===== src/rtl/shift_pkg.sv =====
// Shared types for the shift sequencer: FSM states, default sizes and
// the command record carried through the command FIFO.
package shift_pkg;

  localparam int DEF_W     = 8;
  localparam int DEF_DEPTH = 4;

  typedef enum logic [1:0] {
    IDLE  = 2'd0,
    SHIFT = 2'd1,
    HOLD  = 2'd2
  } state_e;

  typedef struct packed {
    logic [DEF_W-1:0] data;
    logic [2:0]       shamt;
    logic             lr;
    logic             al;
    logic [1:0]       rep;
  } cmd_t;

endpackage


===== src/rtl/cmd_fifo.sv =====
// In-order command queue of DEPTH entries (power of two), element type T.
// Handshake: push_data is written on any rising edge where
// push_valid && push_ready; push_ready is low only when full, and a pop in
// the same cycle does not open room for a push (no bypass). pop is ignored
// when empty. head is the oldest entry and is valid whenever !empty.
module cmd_fifo
  import shift_pkg::*;
#(
  parameter int  DEPTH = DEF_DEPTH,
  parameter type T     = cmd_t
) (
  input  logic clk,
  input  logic rst_n,
  input  logic push_valid,
  output logic push_ready,
  input  T     push_data,
  input  logic pop,
  output logic empty,
  output T     head
);

  localparam int AW = $clog2(DEPTH);
  localparam logic [AW:0] FULL_CNT = (AW+1)'(DEPTH);

  T               mem_q [DEPTH];
  logic [AW-1:0]  wr_ptr_q, wr_ptr_d;
  logic [AW-1:0]  rd_ptr_q, rd_ptr_d;
  logic [AW:0]    count_q, count_d;
  logic           push_fire;
  logic           pop_fire;

  assign push_ready = (count_q != FULL_CNT);
  assign empty      = (count_q == '0);
  assign head       = mem_q[rd_ptr_q];
  assign push_fire  = push_valid && push_ready;
  assign pop_fire   = pop && !empty;

  // Pointer and occupancy update; pointers wrap naturally at DEPTH.
  always_comb begin
    wr_ptr_d = wr_ptr_q;
    rd_ptr_d = rd_ptr_q;
    count_d  = count_q;
    if (push_fire) wr_ptr_d = wr_ptr_q + 1'b1;
    if (pop_fire)  rd_ptr_d = rd_ptr_q + 1'b1;
    case ({push_fire, pop_fire})
      2'b10:   count_d = count_q + 1'b1;
      2'b01:   count_d = count_q - 1'b1;
      default: count_d = count_q;
    endcase
  end

  // Pointer/count registers; reset empties the queue.
  always_ff @(posedge clk or negedge rst_n) begin
    if (!rst_n) begin
      wr_ptr_q <= '0;
      rd_ptr_q <= '0;
      count_q  <= '0;
    end else begin
      wr_ptr_q <= wr_ptr_d;
      rd_ptr_q <= rd_ptr_d;
      count_q  <= count_d;
    end
  end

  // Storage array; contents are don't-care until written.
  always_ff @(posedge clk) begin
    if (push_fire) mem_q[wr_ptr_q] <= push_data;
  end

endmodule


===== src/rtl/shift_seq_ctrl.sv =====
// Sequencer that queues shift commands and drives an external
// combinational barrel shifter for 1..4 passes per command.
// Handshakes: a command transfers on a rising edge with cmd_valid &&
// cmd_ready; a result transfers on a rising edge with res_valid &&
// res_ready, and res_data/res_zero stay stable while res_valid is high.
module shift_seq_ctrl
  import shift_pkg::*;
#(
  parameter int W     = DEF_W,
  parameter int DEPTH = DEF_DEPTH
) (
  input  logic         clk,
  input  logic         rst_n,
  input  logic         cmd_valid,
  output logic         cmd_ready,
  input  logic [W-1:0] cmd_data,
  input  logic [2:0]   cmd_shamt,
  input  logic         cmd_lr,
  input  logic         cmd_al,
  input  logic [1:0]   cmd_rep,
  output logic [W-1:0] sh_din,
  output logic [2:0]   sh_shamt,
  output logic         sh_lr,
  output logic         sh_al,
  input  logic [W-1:0] sh_dout,
  output logic         res_valid,
  input  logic         res_ready,
  output logic [W-1:0] res_data,
  output logic         res_zero,
  output logic         busy,
  output state_e       dbg_state
);

  typedef struct packed {
    logic [W-1:0] data;
    logic [2:0]   shamt;
    logic         lr;
    logic         al;
    logic [1:0]   rep;
  } cmd_w_t;

  cmd_w_t       push_cmd;
  cmd_w_t       head;
  logic         fifo_empty;
  logic         pop;

  state_e       state_q, state_d;
  logic [W-1:0] work_q, work_d;
  logic [2:0]   shamt_q, shamt_d;
  logic         lr_q, lr_d;
  logic         al_q, al_d;
  logic [1:0]   cnt_q, cnt_d;
  logic [W-1:0] res_data_q, res_data_d;

  assign push_cmd = '{data: cmd_data, shamt: cmd_shamt, lr: cmd_lr,
                      al: cmd_al, rep: cmd_rep};

  cmd_fifo #(
    .DEPTH (DEPTH),
    .T     (cmd_w_t)
  ) u_fifo (
    .clk        (clk),
    .rst_n      (rst_n),
    .push_valid (cmd_valid),
    .push_ready (cmd_ready),
    .push_data  (push_cmd),
    .pop        (pop),
    .empty      (fifo_empty),
    .head       (head)
  );

  // Next-state logic: IDLE pops and latches, SHIFT iterates passes
  // through the external shifter, HOLD presents the result.
  always_comb begin
    state_d    = state_q;
    work_d     = work_q;
    shamt_d    = shamt_q;
    lr_d       = lr_q;
    al_d       = al_q;
    cnt_d      = cnt_q;
    res_data_d = res_data_q;
    pop        = 1'b0;
    case (state_q)
      IDLE: begin
        if (!fifo_empty) begin
          pop     = 1'b1;
          work_d  = head.data;
          shamt_d = head.shamt;
          lr_d    = head.lr;
          al_d    = head.al;
          cnt_d   = head.rep;
          state_d = SHIFT;
        end
      end
      SHIFT: begin
        work_d = sh_dout;
        if (cnt_q == 2'd0) begin
          res_data_d = sh_dout;
          state_d    = HOLD;
        end else begin
          cnt_d = cnt_q - 2'd1;
        end
      end
      HOLD: begin
        if (res_ready) state_d = IDLE;
      end
      default: state_d = IDLE;
    endcase
  end

  // State and datapath registers; reset drops any in-flight command.
  always_ff @(posedge clk or negedge rst_n) begin
    if (!rst_n) begin
      state_q    <= IDLE;
      work_q     <= '0;
      shamt_q    <= '0;
      lr_q       <= 1'b0;
      al_q       <= 1'b0;
      cnt_q      <= '0;
      res_data_q <= '0;
    end else begin
      state_q    <= state_d;
      work_q     <= work_d;
      shamt_q    <= shamt_d;
      lr_q       <= lr_d;
      al_q       <= al_d;
      cnt_q      <= cnt_d;
      res_data_q <= res_data_d;
    end
  end

  assign sh_din    = work_q;
  assign sh_shamt  = shamt_q;
  assign sh_lr     = lr_q;
  assign sh_al     = al_q;
  assign res_valid = (state_q == HOLD);
  assign res_data  = res_data_q;
  assign res_zero  = (res_data_q == '0);
  assign busy      = (state_q != IDLE) || !fifo_empty;
  assign dbg_state = state_q;

endmodule


===== config.mk =====
export PLATFORM = sky130hd
export DESIGN_NAME = shift_seq_ctrl
export DESIGN_NICKNAME = d
export VERILOG_FILES = /design/src/rtl/shift_pkg.sv /design/src/rtl/cmd_fifo.sv /design/src/rtl/shift_seq_ctrl.sv
export SDC_FILE = /design/constraint.sdc
export NUM_CORES = 1
export LEC_CHECK = 0
export ABC_AREA = 1
export BUFFER_PORTS_ARGS = -buffer_cell sky130_fd_sc_hd__buf_2
export CAP_MARGIN = 10
export CORE_MARGIN = 3
export CORE_UTILIZATION = 61
export CTS_CLUSTER_SIZE = 30
export DETAILED_ROUTE_END_ITERATION = 7
export PLACE_DENSITY_LB_ADDON = 0.15
export SYNTH_ARGS = -nofsm -noshare
export SYNTH_HDL_FRONTEND = slang
export SYNTH_SLANG_ARGS = --single-unit

===== constraint.sdc =====
create_clock -name clk -period 5.5 [get_ports clk]
set_input_delay 0.275 -clock clk [delete_from_list [all_inputs] [get_ports clk]]
set_output_delay 0.275 -clock clk [all_outputs]
set_load 0.02 [all_outputs]

==> results of run 1 <==
[Yosys cell counts (3+ instances only)]
master | instances | area [sq um]
ha_1 | 6 | 75.1
nand2_1 | 95 | 357
nand2_2 | 3 | 18.8
nand3_1 | 47 | 235
edfxtp_1 | 60 | 1800
nand2_4 | 3 | 33.8
o21ai_1 | 6 | 30.0
nor2_1 | 26 | 97.6
dfrtp_1 | 32 | 801
inv_1 | 12 | 45.0
a21oi_1 | 3 | 15.0
xor2_1 | 3 | 26.3
buf_2 | 8 | 40.0
o21ai_0 | 10 | 50.1
[state kept, by name, summed over array words and instances, names as in the netlist, 2 cells and up]
name             count
dbg_state            2
sh_shamt             3
u_fifo.rd_ptr_q      2
u_fifo.mem_q        60
cnt_q                2
res_data             8
u_fifo.count_q       3
u_fifo.wr_ptr_q      2
sh_din               8
[worst max-delay path by stage]
stage / startpoint / endpoint / slack [ns] / cells after the start
after floorplan: u_fifo.count_q[0] / u_fifo.count_q[2] / 3.49 / 10
after global placement: u_fifo.count_q[0] / u_fifo.count_q[2] / 3.43 / 9
after detailed placement: u_fifo.rd_ptr_q[0] / sh_shamt[1] / 3.36 / 5
after CTS: u_fifo.rd_ptr_q[0] / sh_shamt[1] / 3.32 / 5
after global routing: u_fifo.rd_ptr_q[0] / sh_din[1] / 3.12 / 5
final: u_fifo.rd_ptr_q[0] / sh_shamt[1] / 3.32 / 5
[power breakdown]
part | internal (mW) | total, mW | switching (mW)
registers | 0.959 | 1.11 | 0.149
clock network | 0.210 | 0.441 | 0.230
logic | 0.329 | 0.971 | 0.642
[cell type report]
cell class	instances	area (sq um)	share of cell area [%]
flip-flops and latches	92	2600	60.5
multi-input cells	214	1050	24.4
repair buffers	58	305	7.10
clock buffers	10	128	2.97
well taps	75	93.8	2.18
clock inverters	6	63.8	1.48
inverters	15	58.8	1.37
[kinds of logic after synthesis]
logic type / count (synthesis) / share of synthesized area, %
flops: 92 / 68.5
buf+inv: 28 / 3.89
compound gates: 21 / 2.93
mux: 1 / 0.296
simple gates: 181 / 20.9
fa+ha+maj: 7 / 2.50
xor+xnor: 4 / 0.922
[metal layers]
layer | global-route usage (%) | routed length [microns]
met5 | 0 | 0
met2 | 33.0 | 3220
met1 | 28.9 | 3220
met4 | 10.2 | 145
met3 | 4.76 | 377
[critical path, stage by stage, from the launching register on]
cell and delay, ns:
dfrtp_1 1.01, inv_2 0.48, o21ai_0 0.34, o21ai_1 0.11, nand2_1 0.07, nand2_1 0.04
==> impl_metrics.toml, run 1 <==
[critical_path]
crit_fanout = 32
r2r_cells = 5
r2r_slack_ns = 3.32
timing.rr.end = "sh_shamt[1]"
cp.arrival_ns = 2.43
r2r-start = "u_fifo.rd_ptr_q[0]"
crit_path_start_kind = "flop"
critPathCaptureType = "flop"
cp_data_required_time_ns = 5.75
crit_type = "flop to flop"

[placed_design]
dpl.hpwl_microns = 4480
dpl.cell_count = 453
place_area_sq_um = 4100
dp_slack_ns = 3.36
gp_congestion = 0.770
portBuffers = 53

[global_routing]
antenna_found_initial = 0
grt_usage_pct = 21.3
grt_pass1_wl_microns = 11800
grt_max_degree = 33
overflow = 0
grt_pass1_vias = 2422

[final_layout]
fillCellCount = 436
fin_cells = 470
final_common_cell = "nand2_1"
final_util_pct = 71.8
diodes = 0
final_cell_mix = "95 x nand2_1, 60 x edfxtp_1, 53 x buf_2, 47 x nand3_1, 32 x dfrtp_1"
design_area_sq_um = 4300
fin_nets = 424
layout-drive-gt1-share_pct = 21.8
area_delta_synth_final_pct = 13.2

[routing]
drtPass1Iterations = 4
wl_microns = 6970
routed_via_density = 5.30
drc_errors = 0
drt_iter0_markers = 175
vias = 2492
postRouteAntennaNets = 0
wire_per_inst_microns = 14.8

[cts]
clk_latency_ns = 0.36
cts_max_level = 3
numCtsBuffers = 9
post-cts-setup-buffers = 0
clk_pin_slew_ns = 0.09
cts_resized = 0
root_buffer = "clkbuf_8"
cts_buffer_depth = 2
cts_hold_buf = 1
cts_sinks = 92
cts_tree = "yes"

[timing]
setup-tns-final_ns = 0
fin_skew_ns = 0.00585
slew_headroom_pct = 32.7
worst_pin_slew_ns = 1.01
period_needed_ns = 2.18
fin_ws_ns = 3.32
fin_crit_sh_pct = 39.6
rsz0062_at_grt = "false"
report.final.slew_viol_count = 0
max_freq_ghz = 0.459
hold_viol_final = 0
finalSetupViolCount = 0
holdWs_ns = 0.101

[logic_synthesis]
ys_ff_latch = 92
async_reset_ff_share_pct = 34.8
synth_warnings = 0
yosysSeqAreaShare_pct = 68.5
synth_edf_count = 60
yosysUniqueCellTypes = 29
synth_cells = 334
syn_area_sq_um = 3800
synth_nets = 368
synth_ff_type = "edfxtp_1"
syn_avg_cell_area_sq_um = 11.4

[die]
die_y_microns = 84.9
ios = 54
rows = 28
coreArea_sq_um = 5990
start_util_pct = 63.4
die_w_microns = 84.9
die_area_sq_um = 7210

[pwr]
p_total_mw = 2.52
p_leak_nw = 1.86
powerDensity_nw_per_um2 = 586
peakVddDrop_uv = 403

[min_path]
worst_hold_path.endpoint = "dbg_state[1]"
hp-start = "res_ready"
min_path_type = "input port to flop"
min_path_cells = 2

[flow_run]
maxCapViolCount = 0

[run_status]
status = "finished, final reports clean"
(Power assumes the default switching activity.)
==> run 2, diff against run 1 <==
--- a/config.mk
+++ b/config.mk
@@ -5,11 +5,11 @@
 export SDC_FILE = /design/constraint.sdc
 export NUM_CORES = 1
 export LEC_CHECK = 0
-export ABC_AREA = 1
+export ABC_AREA = 0
 export BUFFER_PORTS_ARGS = -buffer_cell sky130_fd_sc_hd__buf_2
 export CAP_MARGIN = 10
 export CORE_MARGIN = 3
-export CORE_UTILIZATION = 61
+export CORE_UTILIZATION = 56
 export CTS_CLUSTER_SIZE = 30
 export DETAILED_ROUTE_END_ITERATION = 7
 export PLACE_DENSITY_LB_ADDON = 0.15
==> constraint.sdc (replaced) <==
create_clock -name clk -period 2.3 [get_ports clk]
set_input_delay 0.115 -clock clk [delete_from_list [all_inputs] [get_ports clk]]
set_output_delay 0.115 -clock clk [all_outputs]
set_load 0.02 [all_outputs]
==> run 2 against run 1 <==
Area after synthesis shrank 3.0%. Global-route usage fell by 3.7 points. Combinational power rose by 130%. Non-clock buffer count increased by 20. Clock-buffer cell count is 1 lower. Fmax is 0.56% higher. Synthesized cell count shrank 43%. Routed wire length fell by 11%. Cell count shrank 25%. Setup slack worse by 3.2 ns. Core utilization grew 0.46 points.
==> impl_metrics.toml, run 2 <==
[run_status]
status = "finished, final reports clean"

[die]
ios = 54
start_util_pct = 60.1
die_area_sq_um = 7590
die_w_microns = 87.1
coreArea_sq_um = 6130
die_y_microns = 87.1
rows = 28

[final_layout]
largest_reg_flops = 60
fin_nets = 308
diodes = 0
area_delta_synth_final_pct = 20.2
fin_cells = 354
layout-drive-gt1-share_pct = 33.7
regMostFlops = "u_fifo.mem_q"
fillCellCount = 381
seq_area_sq_um = 2600
final_cell_mix = "60 x edfxtp_1, 53 x buf_2, 32 x dfrtp_1, 19 x dlygate4sd3_1, 15 x mux2_2"
multi_input_area_sq_um = 1010
design_area_sq_um = 4430
final_common_cell = "edfxtp_1"

[cts]
clk_latency_ns = 0.35
cts_max_level = 3
numCtsBuffers = 9
post-cts-setup-buffers = 0
root_buffer = "clkbuf_8"
cts_buffer_depth = 2
cts_sinks = 92
clk_pin_slew_ns = 0.09
cts_tree = "yes"

[logic_synthesis]
synth_most_common_cell = "edfxtp_1"
yosysSeqAreaShare_pct = 70.6
yosysUniqueCellTypes = 32
synth_top_area_share_pct = 48.9
ys_ff_latch = 92
netlist_top_cells_count = "60 x edfxtp_1, 32 x dfrtp_1, 15 x mux2_2, 14 x mux4_1, 12 x and3_1"
async_reset_ff_share_pct = 34.8
synth_nets = 226
synth_warnings = 0
synth_edf_count = 60
syn_avg_cell_area_sq_um = 19.2
synth_ff_type = "edfxtp_1"
syn_area_sq_um = 3690
ys_top_cells_by_area = "edfxtp_1 49%, dfrtp_1 22%, mux4_1 10%"
synth_cells = 192
yosysTopAreaCell = "edfxtp_1"

[min_path]
min_path_type = "input port to flop"
worst_hold_path.endpoint = "sh_din[5]"
hp-start = "sh_dout[5]"
min_path_cells = 2

[pwr]
combPwrFrac_pct = 37.1
power_frac_seq_pct = 44.7
intPower_mw = 3.91
peakVddDrop_uv = 845
p_clk_share_pct = 18.2
p_leak_nw = 1.82
powerDensity_nw_per_um2 = 1330
p_switching_mw = 2.00
p_sw_share_pct = 33.8

[global_routing]
grt_pass1_wl_microns = 9840
antenna_found_initial = 0
grt_pass1_vias = 1980
overflow = 0
grt_usage_pct = 17.6
grt_max_degree = 33

[critical_path]
r2r_cells = 6
crit_type = "flop to flop"
critical_path_buf_inv_count = 1
critPathCaptureType = "flop"
slowest_stage = "dfrtp_1"
crit_path_start_kind = "flop"
cpPeakStageDelay_ns = 0.46
cp.arrival_ns = 2.40
r2r-start = "u_fifo.count_q[0]"
cp_data_required_time_ns = 2.53
r2r_slack_ns = 0.13
crit_family = "simple AND/OR/NAND/NOR gates"
cp-startpoint = "u_fifo.count_q[0]"
timing.rr.end = "u_fifo.count_q[1]"
crit_fanout = 6
worstPathCellList = "or3b_4 > and2_1 > inv_1 > ha_1 > fa_1 > mux2_2"

[routing]
drtPass1Iterations = 4
routed_via_density = 5.57
drt_iter0_markers = 88
wl_microns = 6190
vias = 1972
postRouteAntennaNets = 0
wire_per_inst_microns = 17.5
drc_errors = 0

[timing]
report.final.slew_viol_count = 0
finalSetupViolCount = 0
fin_skew_ns = 0.00886
fin_ws_ns = 0.135
max_freq_ghz = 0.462
slew_headroom_pct = 40.2
worst_pin_slew_ns = 0.897
holdWs_ns = 0.0177
period_needed_ns = 2.17
rsz0062_at_grt = "false"
hold_viol_final = 0
setup-tns-final_ns = 0
fin_crit_sh_pct = 94.1

[flow_run]
maxCapViolCount = 0

[placed_design]
dp_slack_ns = 0.130
place_area_sq_um = 4040
dpl.hpwl_microns = 3940
dpl.cell_count = 319
portBuffers = 53
gp_congestion = 0.741
run 2: cell count changes after synthesis, sizes merged, moves of 4 or more:
cell,previous run,this run
nand3,47,1
a21oi,4,0
and3,0,12
mux4,0,15
nand2,101,5
inv,15,7
buf,12,4
nor2,30,3
o21ai,16,1
mux2,1,15
xnor2,1,5
a221o,0,8
run 2: worst max-delay path by stage:
stage | endpoint | slack, ns | cells after the start
after floorplan | u_fifo.count_q[1] | 0.11 | 6
after global placement | u_fifo.count_q[1] | 0.18 | 6
after detailed placement | u_fifo.count_q[1] | 0.13 | 6
after CTS | u_fifo.count_q[1] | 0.12 | 6
after global routing | u_fifo.count_q[1] | 0.03 | 6
final | u_fifo.count_q[1] | 0.13 | 6
run 2: cells by family after synthesis:
kind of cell / Yosys count / synth area share (%)
adders and majority gates: 7 / 2.58
xor gates and xnor gates: 6 / 1.43
AOI/OAI and AO/OA: 13 / 3.43
DFF: 92 / 70.6
muxes: 30 / 15.2
and+or+nand+nor: 30 / 4.65
buffers and inverters: 14 / 2.14
run 2: final cells by class:
| class | instances | share of cell area, % |
|---|---|---|
| Tap cell | 75 | 2.12 |
| Clock inverter | 7 | 1.69 |
| Clock buffer | 9 | 2.80 |
| Timing Repair Buffer | 78 | 11.3 |
| Multi-Input combinational cell | 86 | 22.7 |
| Inverter | 7 | 0.593 |
| Sequential cell | 92 | 58.8 |
run 2: routing by layer:
metal | vias to the layer above | wire (microns) | track usage [%]
li1 | 934 | - | -
met1 | 974 | 2950 | 24.9
met2 | 56 | 2830 | 26.8
met3 | 8 | 313 | 3.60
met4 | 0 | 89 | 7.39
met5 | - | 0 | 0
run 2: power by group through the flow:
stage | registers, mW | clock network, mW | logic, mW
6_report | 2.64 | 1.07 | 2.19
5_1_grt | 2.70 | 1.17 | 2.38
3_5_place_dp | 2.68 | 0 | 2.17
2_1_floorplan | 2.80 | 0 | 1.43
4_1_cts | 2.64 | 1.09 | 2.21
3_3_place_gp | 2.66 | 0 | 2.14
run 2: per-stage QoR:
| stage | util (%) | total power [mW] |
|---|---|---|
| 6_report | 72.2 | 5.91 |
| 2_1_floorplan | - | 4.22 |
| 4_1_cts | 72.0 | 5.94 |
| 5_1_grt | 72.2 | 6.26 |
| 3_3_place_gp | 65.9 | 4.80 |
| 3_5_place_dp | 65.9 | 4.85 |
run 2: timing repair:
item                                    4_1_cts  5_1_grt
endpoints found under the hold margin        94        1
hold buffers                                 18        1
endpoints found under the setup margin        0        1
gates resized for setup                       0        1
